--- src/rtl/playlist_pkg.sv ---
// Shared definitions for the playlist controller.
//   state_e      : controller FSM encoding
//   DefaultDepth : default number of playlist slots
//   DefaultSongW : default song index width
//   LfsrSeed     : reset value of the shuffle LFSR
package playlist_pkg;

  typedef enum logic [1:0] {
    StStop  = 2'd0,
    StLoad  = 2'd1,
    StPlay  = 2'd2,
    StPause = 2'd3
  } state_e;

  localparam int unsigned DefaultDepth = 8;
  localparam int unsigned DefaultSongW = 2;
  localparam logic [7:0]  LfsrSeed     = 8'hA5;

endpackage

--- src/rtl/lfsr8.sv ---
// 8-bit Fibonacci LFSR, polynomial x^8+x^6+x^5+x^4+1, advancing every cycle.
// Ports:
//   clk   : clock, rising edge
//   reset : synchronous active-low reset, loads LfsrSeed
//   q     : current LFSR state
module lfsr8
  import playlist_pkg::*;
(
  input  logic       clk,
  input  logic       reset,
  output logic [7:0] q
);

  logic [7:0] q_q;
  logic [7:0] q_d;

  // Taps 8,6,5,4 map to bits 7,5,4,3 of a left-shifting register.
  always_comb begin
    q_d = {q_q[6:0], q_q[7] ^ q_q[5] ^ q_q[4] ^ q_q[3]};
  end

  always_ff @(posedge clk) begin
    if (!reset) begin
      q_q <= LfsrSeed;
    end else begin
      q_q <= q_d;
    end
  end

  assign q = q_q;

endmodule

--- src/rtl/playlist_ctrl.sv ---
// Playlist controller: stores a list of song indices and sequences a player through
// them under play/next/prev button control.
// Build option: define PLAYLIST_SHUFFLE_EN to add the shuffle_en input and an LFSR
// that picks pseudo-random advance targets.
// Ports:
//   clk, reset                      : clock and synchronous active-low reset
//   wr_en, wr_addr, wr_song         : playlist slot write
//   len_we, len_val                 : playlist length load (STOP only, saturates at DEPTH)
//   play_button, next_button,
//   prev_button                     : one-cycle button pulses
//   repeat_en                       : wrap to slot 0 at the end of the list
//   song_done                       : player finished the current song
//   shuffle_en                      : (shuffle build only) random advance
//   play                            : player run enable
//   reset_player                    : one-cycle player restart pulse
//   song, slot                      : current song index and playlist position
//   done                            : one-cycle end-of-playlist pulse
module playlist_ctrl
  import playlist_pkg::*;
#(
  parameter int unsigned DEPTH  = DefaultDepth,
  parameter int unsigned SONG_W = DefaultSongW,
  localparam int unsigned IDX_W = $clog2(DEPTH)
) (
  input  logic              clk,
  input  logic              reset,
  input  logic              wr_en,
  input  logic [IDX_W-1:0]  wr_addr,
  input  logic [SONG_W-1:0] wr_song,
  input  logic              len_we,
  input  logic [IDX_W:0]    len_val,
  input  logic              play_button,
  input  logic              next_button,
  input  logic              prev_button,
  input  logic              repeat_en,
  input  logic              song_done,
`ifdef PLAYLIST_SHUFFLE_EN
  input  logic              shuffle_en,
`endif
  output logic              play,
  output logic              reset_player,
  output logic [SONG_W-1:0] song,
  output logic [IDX_W-1:0]  slot
  ,
  output logic              done
);

  localparam logic [IDX_W:0] LenMax = (IDX_W+1)'(DEPTH);

  state_e            state_q, state_d;
  state_e            resume_q, resume_d;
  logic [IDX_W-1:0]  slot_q, slot_d;
  logic [SONG_W-1:0] song_q, song_d;
  logic [IDX_W:0]    len_q, len_d;
  logic              done_q, done_d;
  logic [SONG_W-1:0] mem_q [DEPTH];

  logic [IDX_W-1:0]  adv_slot;
  logic              adv_end;
  logic [IDX_W:0]    len_new;

`ifdef PLAYLIST_SHUFFLE_EN
  logic [7:0]        lfsr_q;
  logic [IDX_W:0]    shuf_c;

  lfsr8 u_lfsr8 (
    .clk   (clk),
    .reset (reset),
    .q     (lfsr_q)
  );
`endif

  // Advance target: next slot, wrap to 0, or end of playlist.
  always_comb begin
    adv_slot = '0;
    adv_end  = 1'b0;
    if (({1'b0, slot_q} + (IDX_W+1)'(1)) < len_q) begin
      adv_slot = slot_q + IDX_W'(1);
    end else if (!repeat_en) begin
      adv_end = 1'b1;
    end
`ifdef PLAYLIST_SHUFFLE_EN
    // One conditional subtract folds the LFSR value into [0, len); anything still
    // out of range (len < DEPTH/2) falls back to slot 0.
    shuf_c = {1'b0, lfsr_q[IDX_W-1:0]};
    if (shuf_c >= len_q) shuf_c = shuf_c - len_q;
    if (shuf_c >= len_q) shuf_c = '0;
    if (shuffle_en) begin
      adv_slot = shuf_c[IDX_W-1:0];
      adv_end  = 1'b0;
    end
`endif
  end

  always_comb begin
    len_new = (len_val > LenMax) ? LenMax : len_val;
  end

  always_comb begin
    state_d  = state_q;
    resume_d = resume_q;
    slot_d   = slot_q;
    song_d   = song_q;
    len_d    = len_q;
    done_d   = 1'b0;
    unique case (state_q)
      StStop: begin
        if (len_we) begin
          len_d = len_new;
          if ({1'b0, slot_q} >= len_new) slot_d = '0;
        end
        if (play_button && (len_q != '0)) begin
          state_d  = StLoad;
          resume_d = StPlay;
        end
      end
      // Buttons are deliberately not looked at here.
      StLoad: begin
        song_d  = mem_q[slot_q];
        state_d = resume_q;
      end
      StPlay, StPause: begin
        if (play_button) begin
          state_d = (state_q == StPlay) ? StPause : StPlay;
        end else if (next_button || (song_done && (state_q == StPlay) && !prev_button)) begin
          slot_d = adv_slot;
          if (adv_end) begin
            state_d = StStop;
            done_d  = 1'b1;
          end else begin
            state_d  = StLoad;
            resume_d = state_q;
          end
        end else if (prev_button) begin
          slot_d   = (slot_q == '0) ? '0 : slot_q - IDX_W'(1);
          state_d  = StLoad;
          resume_d = state_q;
        end
      end
      default: state_d = StStop;
    endcase
  end

  always_ff @(posedge clk) begin
    if (!reset) begin
      state_q  <= StStop;
      resume_q <= StPlay;
      slot_q   <= '0;
      song_q   <= '0;
      len_q    <= '0;
      done_q   <= 1'b0;
    end else begin
      state_q  <= state_d;
      resume_q <= resume_d;
      slot_q   <= slot_d;
      song_q   <= song_d;
      len_q    <= len_d;
      done_q   <= done_d;
    end
  end

  always_ff @(posedge clk) begin
    if (!reset) begin
      mem_q <= '{default: '0};
    end else if (wr_en) begin
      mem_q[wr_addr] <= wr_song;
    end
  end

  assign play         = (state_q == StPlay);
  assign reset_player = (state_q == StLoad);
  assign song         = song_q;
  assign slot         = slot_q;
  assign done         = done_q;

endmodule
--- config.mk ---
export PLATFORM = sky130hd
export DESIGN_NAME = playlist_ctrl
export DESIGN_NICKNAME = d
export VERILOG_FILES = /design/src/rtl/playlist_pkg.sv /design/src/rtl/lfsr8.sv /design/src/rtl/playlist_ctrl.sv
export SDC_FILE = /design/constraint.sdc
export NUM_CORES = 1
export LEC_CHECK = 0
export CAP_MARGIN = 20
export CORE_MARGIN = 1.5
export CORE_UTILIZATION = 48
export DETAILED_ROUTE_END_ITERATION = 8
export PLACE_DENSITY = 0.72
export SYNTH_ARGS = -nofsm -noshare
export SYNTH_HDL_FRONTEND = slang
export SYNTH_SLANG_ARGS = --single-unit
--- constraint.sdc ---
create_clock -name clk -period 4.1 [get_ports clk]
set_input_delay 0.82 -clock clk [delete_from_list [all_inputs] [get_ports clk]]
set_output_delay 0.82 -clock clk [all_outputs]
set_load 0.005 [all_outputs]
== Yosys cells after proc, flatten, opt, wreduce, memory -nomap -nowiden ==
Cells that the tools add are included.
Cells by class
  $lt $le $gt $ge: 6
  $add $sub $neg: 3
  mux-type cells: 31
  reduce and logical (&&, ||, !) cells: 16
  bitwise operators: 5
  equality and inequality tests: 10
Operator list (count)
  two-way mux 2 bit: 12
  two-way mux 3 bit: 7
  bitwise mux 16 bit: 1
  AND reduction 5 bit: 2
  greater-or-equal comparator 4 bit, second input constant: 2
  inequality test 2 bit, second input constant: 4
  inverter 3 -> 4 bit: 2
  binary-select mux 2 bit (select 3 bit): 1
  demux 2 bit (select 3 bit): 1
  inequality test 3 bit, second input constant: 2
  one-hot mux 2 bit (3 select lines): 1
  one-hot mux 3 bit (2 select lines): 1
  two-way mux 1 bit: 5
  adder 3 x 1 -> 4 bit, second input constant: 1
  == test 2 bit, second input constant: 2
  greater-or-equal comparator 3 x 4 -> 1 bit: 1
  greater-than comparator 4 bit, second input constant: 1
  logical AND 1 bit: 4
  < comparator 4 x 1 -> 1 bit, second input constant: 1
  < comparator 4 bit: 1
  two-way mux 4 bit: 1
  inequality test 4 bit, second input constant: 1
  one-hot mux 2 bit (2 select lines): 1
  AND reduction 2 bit: 2
  12 further kinds: 14
Word-level totals
  input port bits: 18
  register bits: 30
  output and inout port bits: 8
  word-level logic and storage cells: 85

== Longest topological paths before layout ==
Gate-level depths: netlist of run 1.
  depth in word-level cells: 7
  mapped depth: 9
  depth with buffers taken out: 8

== Least setup slack after synthesis of run 1 ==
Ideal clock, no wire load.
  kind: reg-to-reg
  start point: reg slot_q[0], in the netlist slot[0]
  end point: reg resume_q[0]
  path buffers: 1
  required time: 3984 ps
  clock period less this slack: 2304 ps
  stages on the path, launching flop included: 10
  path slack: 1796 ps
  library setup time: 116 ps
  arrival: 2189 ps
  cell sequence: dfxtp_1 -> buf_2 -> inv_1 -> ha_1 -> ha_1 -> or3_4 -> o22ai_2 -> nor3_2 -> a211o_1 -> a31o_1
Between the ends
  longest elaborated chain between the ends: 5
RTL lines
  start, declared: line playlist_ctrl.sv:52  | logic [IDX_W-1:0] slot_q, slot_d;
  start signal, assigned: line playlist_ctrl.sv:155  | slot_q <= slot_d;
  adder 3 x 1 -> 4 bit: line playlist_ctrl.sv:77  | if (({1'b0, slot_q} + (IDX_W+1)'(1)) < len_q) begin
  < comparator 4 bit: line playlist_ctrl.sv:77
  two-way mux 1 bit: line playlist_ctrl.sv:77
  inequality test 3 bit (no line)
  AND reduction 5 bit (no line)
  end signal, assigned: line playlist_ctrl.sv:147  | resume_q <= StPlay;
  end signal, assigned: line playlist_ctrl.sv:154  | resume_q <= resume_d;
  end, declared: line playlist_ctrl.sv:51  | state_e resume_q, resume_d;
No other way between the ends.
A chain may end at the register's enable or synchronous reset.

== Worst setup path after layout of run 1 ==
  start point: reg state_q[0]
  end point: out reset_player
Between the ends
  longest elaborated chain between the ends: 1
RTL lines
  start, declared: line playlist_ctrl.sv:50  | state_e state_q, state_d;
  start signal, assigned: line playlist_ctrl.sv:146  | state_q <= StStop;
  start signal, assigned: line playlist_ctrl.sv:153  | state_q <= state_d;
  == test 2 x 1 -> 1 bit: line playlist_ctrl.sv:171  | assign reset_player = (state_q == StLoad);
  end, declared: line playlist_ctrl.sv:41  | output logic reset_player,
No other way between the ends.

==> out/results.ini, run 1 <==
[run_status]
status = finished, final reports clean

[clock_tree]
worstSkewPairLatency_ns = 0.34
cts.hold.buffers_added = 0
clk_path_buf_depth = 2
clock_sink_count = 30
numCtsBuffers = 5
clk_pin_slew_ns = 0.10
cts_resized = 0
post_cts_buffers = 0
htreeDepth = 2
clock-root-buffer = clkbuf_4
cts_tree = done

[power]
leakage_nw = 0.7761
power_frac_seq_pct = 48.3
vdd_drop_max_mv = 0.1667
sw_frac_of_total_pct = 29.92
power-per-cell-area_nw_per_um2 = 323.6
intPower_mw = 0.4659
clockPowerShare_pct = 28.7
power_frac_comb_pct = 22.9
power_switching_mw = 0.1989
finalPower_mw = 0.6648

[sta]
drv_slew = 0
finalSetupTns_ns = 0
rsz0062_at_grt = no
final_hold_viol_count = 0
relSlewSlack_pct = 37.27
fin_crit_ns = 2.544
layout_setup_ws_ns = 1.556
fin_skew_ns = 0.01227
finalCritPeriodShare_pct = 62.04
fin_worst_hold_slack_ns = 0.4525
clock.fmax_ghz = 0.3931
tightest_slew_ns = 0.9380
finalSetupViolCount = 0

[drt]
vias_per_cell = 5.536
first_iter_violations = 78
routed_wl_mm = 3.667
wire_per_inst_um = 14.55
firstDrtPassIters = 4
route.vias.total = 1395
ant_nets = 0
drcViolationCount = 0

[synthesis]
synth_top_family_by_area = simple AND/OR/NAND/NOR gates
synth_fp_nets = 209
ys.flop_type = dfxtp_1
synth_cells = 181
yosys_warnings = 0
synthAdderAreaFrac_pct = 7.267
synth_edf_count = 0
async_reset_ff_share_pct = 0
ys_seq_area_share_pct = 34.88
yosys_register_bits = 30
synth_area_sq_um = 1722
synth_compound_area_share_pct = 13.44
yosys.area_share.simple_pct = 22.97
synth_cell_type_count = 43
avgSynthCellArea_sq_um = 9.512
synth_xor_area_share_pct = 0.5087
synth.area.mux_share_pct = 16.28

[floorplan]
die_area_sq_um = 3955
io-pin-count = 26
die_y_um = 62.89
core_region_area_sq_um = 3390
rows = 21
die_w_um = 62.89
start_util_pct = 50.79

[cells_and_area]
num_antenna_cells = 0
design_area_sq_um = 2054
final_core_util_pct = 60.61
fin_cells = 252
syn2layout_area_growth_pct = 19.33
layout-drive-gt1-share_pct = 8.738
nets = 233

[global_route]
gr-total-overflow = 0
grt_max_degree = 32
track_usage_pct = 20.04
grt_pass1_vias = 1383
antenna_found_initial = 0
grt_pass1_wl_mm = 6.085

[place]
dp_hpwl_mm = 2.737
place_inst = 244
preCtsSetupSlack_ns = 1.357
place_area_sq_um = 1991
io_buffers = 25
gp_congestion = 0.7657

[worst_setup_path]
path_class = flop to output pin
crit_family = buffers and inverters
worstPathArrival_ns = 1.72
required_ns = 3.28
path_cells = nor2b_1 > clkdlybuf4s50_1
worst-path-max-fanout = 7
slowest_stage = clkdlybuf4s50_1
critPathCaptureType = output pin
cp_num_buf_inv = 1
max_stage_delay_ns = 0.57
startpoint_type = flop

[hold_path]
hold_class = flop to flop

[job]
maxCapViolCount = 0

## cells in the mapped netlist (3+ instances only)
cell | instances | area, sq um
dfxtp_1 | 30 | 600.6
nor2b_1 | 22 | 137.6
mux2i_1 | 19 | 190.2
inv_1 | 11 | 41.29
ha_1 | 10 | 125.1
nand2_1 | 10 | 37.54
nor2_1 | 7 | 26.28
o21ai_0 | 7 | 35.03
clkbuf_1 | 6 | 22.52
nand2b_1 | 6 | 37.54
nor3_1 | 6 | 30.03
a21oi_1 | 4 | 20.02
and2_1 | 4 | 25.02
mux4_2 | 4 | 90.09
nand4b_1 | 3 | 26.28
## cells in the final DEF, fill, tap and decap left out, drive strengths merged, types with 2 or more instances in the layout
cell type      synthesis  final
a21boi                 2      2
a21oi                  4      4
a31oi                  3      3
a32o                   2      2
and2                   4      4
clkbuf                 6      6
clkdlybuf4s50          0     25
dfxtp                 30     30
ha                    10     10
inv                   11     11
mux2i                 19     19
mux4                   4      4
nand2                 10     10
nand2b                 6      6
nand3                  2      2
nand4b                 3      3
nor2                   7      7
nor2b                 23     23
nor3                   7      7
nor3b                  2      2
o21ai                  7      7
## state kept, by name, summed over array words and instances (netlist names)
name	count
len_q	4
song	2
mem_q	16
done	1
resume_q	2
state_q	2
slot	3
## power groups by stage
stage               Clock, mW  Combinational (mW)  Sequential, mW
floorplan                   0               0.101           0.322
CTS                     0.195               0.152           0.321
finish                  0.191               0.152           0.321
detailed placement          0               0.151           0.327
global placement            0               0.147           0.327
global route            0.210               0.166           0.324
## worst paths after layout
| path | from | endpoint | slack (ns) | cells past startpoint |
|---|---|---|---|---|
| setup / recovery | state_q[0]$_SDFFE_PN0P_ | reset_player | 1.56 | 2 |
| hold / removal | resume_q[1]$_SDFFE_PN1P_ | resume_q[1]$_SDFFE_PN1P_ | 0.45 | 1 |
| setup reg to reg | slot[0]$_SDFFE_PN0P_ | resume_q[0]$_SDFFE_PN0P_ | 1.56 | 8 |
| hold reg to reg | resume_q[1]$_SDFFE_PN1P_ | resume_q[1]$_SDFFE_PN1P_ | 0.45 | 1 |
## cell type report
cell class              count  area [sq um]
clock inverters             2         12.51
flip-flops and latches     30         600.6
well taps                  46         57.56
repair buffers             25         250.2
clock buffers               6         51.30
inverters                  11         41.29
multi-input cells         132          1041
fillers                   288          1335
## logic make-up (layout without fill, tap and decap cells)
logic type,after synthesis,in the layout
xor+xnor,1,1
mux,23,23
compound gates,30,30
buf+inv,19,44
flops,30,30
simple gates,68,68
fa+ha+maj,10,10
## metal layers
metal / routed length (um) / GRT usage (%) / part of all wire [%]
met5: 0 / 0 / 0
met4: 104 / 10.28 / 2.8
met3: 149 / 5.225 / 4.1
met2: 1898 / 36.97 / 52
met1: 1515 / 20.54 / 41
Power figures use the tool's default switching activity.
==> inputs of run 2 (changes only) <==
==> constraint.sdc (replaced) <==
create_clock -name clk -period 2.56 [get_ports clk]
set_input_delay 0.512 -clock clk [delete_from_list [all_inputs] [get_ports clk]]
set_output_delay 0.512 -clock clk [all_outputs]
set_load 0.005 [all_outputs]
==> run 2 against run 1 <==
  * Worst hold slack better by 0.0083 ns
  * Critical path depth is 6 higher
  * Global-route usage is 1.4 points higher
  * Total power is 60% higher
  * First-iteration DRC count is 3.8% higher
  * Critical path type is now flop to flop
  * Largest cell class unchanged
  * Utilization is 0.78 points higher
  * Clock power is 58% higher
  * Worst setup slack worse by 1.3 ns
  * Final cell count is 1.6% higher
  * Critical endpoint is now resume_q[0]$_SDFFE_PN0P_
  * Routed wire length is 3.6% higher
  * Largest power group unchanged
  * Sequential power is 60% higher
  * Flip-flop and latch count stayed put
==> out/results.ini, run 2 (synthesis results as in run 1) <==
[worst_setup_path]
worstRegToRegCells = 8
worst-path-max-fanout = 6
critPathCaptureType = flop
startpoint_type = flop
required_ns = 2.80
worstPathArrival_ns = 2.51
reg2reg_slack_ns = 0.29
path_class = flop to flop

[cells_and_area]
seq_area_sq_um = 600.6
largest_register = mem_q
final_cell_mix = dfxtp_1, clkdlybuf4s50_1, nor2b_1
design_area_sq_um = 2081
layout_commonest_cell = dfxtp_1
fillCellCount = 293
multiInputGateArea_sq_um = 1041
syn2layout_area_growth_pct = 20.86
layout-drive-gt1-share_pct = 10.00
num_antenna_cells = 0
nets = 237
largest_register_ffs = 16

[run_status]
status = finished, final reports clean

[clock_tree]
post_cts_buffers = 0
htreeDepth = 2
worstSkewPairLatency_ns = 0.34
numCtsBuffers = 5
clock-root-buffer = clkbuf_4
cts.hold.buffers_added = 0
cts_tree = done
clock_sink_count = 30
cts_resized = 0
clk_path_buf_depth = 2
clk_pin_slew_ns = 0.10

[power]
power-per-cell-area_nw_per_um2 = 510.7
vdd_drop_max_mv = 0.2733
finalPower_mw = 1.063
leakage_nw = 0.7983

[drt]
vias_per_cell = 5.500
wire_per_inst_um = 14.84
route.vias.total = 1408
first_iter_violations = 81
ant_nets = 0
firstDrtPassIters = 4
drcViolationCount = 0
routed_wl_mm = 3.798

[sta]
clock.fmax_ghz = 0.4402
tightest_slew_ns = 0.4452
final_hold_viol_count = 0
rsz0062_at_grt = no
fin_skew_ns = 0.008175
fin_crit_ns = 2.272
finalSetupTns_ns = 0
finalSetupViolCount = 0
drv_slew = 0
relSlewSlack_pct = 70.09
finalCritPeriodShare_pct = 88.74

[global_route]
grt-busiest-layer = met2
gr-total-overflow = 0
grt_util_met3_pct = 8.108
grt.met2_usage_pct = 37.37
grt_pass1_wl_mm = 6.541
grt_pass1_vias = 1452
use_met1_pct = 23.09
track_usage_pct = 21.39
grt_max_degree = 31
antenna_found_initial = 0

[place]
place_area_sq_um = 2021
gp_congestion = 0.7605
dp_hpwl_mm = 2.905
io_buffers = 25

[floorplan]
core_region_area_sq_um = 3390
die_area_sq_um = 3955
die_w_um = 62.89
io-pin-count = 26
rows = 21
die_y_um = 62.89
start_util_pct = 50.79

[hold_path]
min_path_cells = 1
hold_class = flop to flop

[job]
maxCapViolCount = 0

run 2: power by group:
group          switching [mW]  internal (mW)  leakage [nW]
Sequential             0.0214          0.491         0.243
Clock                   0.169          0.133        0.0353
Combinational           0.123          0.124         0.520
Total                   0.314          0.749         0.798
run 2: path summary, 6_finish.rpt:
kind                             from                  endpoint
max              slot[1]$_SDFFE_PN0P_  resume_q[0]$_SDFFE_PN0P_
min          resume_q[1]$_SDFFE_PN1P_  resume_q[1]$_SDFFE_PN1P_
max reg2reg      slot[1]$_SDFFE_PN0P_  resume_q[0]$_SDFFE_PN0P_
min reg2reg  resume_q[1]$_SDFFE_PN1P_  resume_q[1]$_SDFFE_PN1P_
run 2: worst max-delay path, stage by stage, from the launching register on:
cell and delay, ns:
dfxtp_1 0.45, ha_1 0.25, xor2_1 0.09, ha_1 0.21, or3_4 0.39, o22ai_2 0.18, nor3_2 0.09, a211o_1 0.31
a31o_1 0.21
run 2: routing by layer:
layer	up-vias	share of wire (%)
met5	-	0
met3	10	4.1
met4	0	2.5
li1	698	-
met2	24	51
met1	676	42
run 2: layout make-up:
type	count	share of cell area, %
multi-input cells	132	50.03
flip-flops and latches	30	28.86
repair buffers	29	13.47
well taps	46	2.766
clock buffers	7	2.646
inverters	11	1.984
clock inverters	1	0.2405
run 2: through the flow:
| step | std cells | setup slack, ns | util (%) | hold WS (ns) |
|---|---|---|---|---|
| floorplan | 181 | 0.2556 | - | 0.4094 |
| global placement | 248 | 0.3378 | 59.62 | 0.4364 |
| detailed placement | 248 | 0.2723 | 59.62 | 0.4402 |
| CTS | 256 | 0.2847 | 61.39 | 0.4658 |
| global route | 256 | 0.1544 | 61.39 | 0.4944 |
| finish | 256 | 0.2882 | 61.39 | 0.4608 |
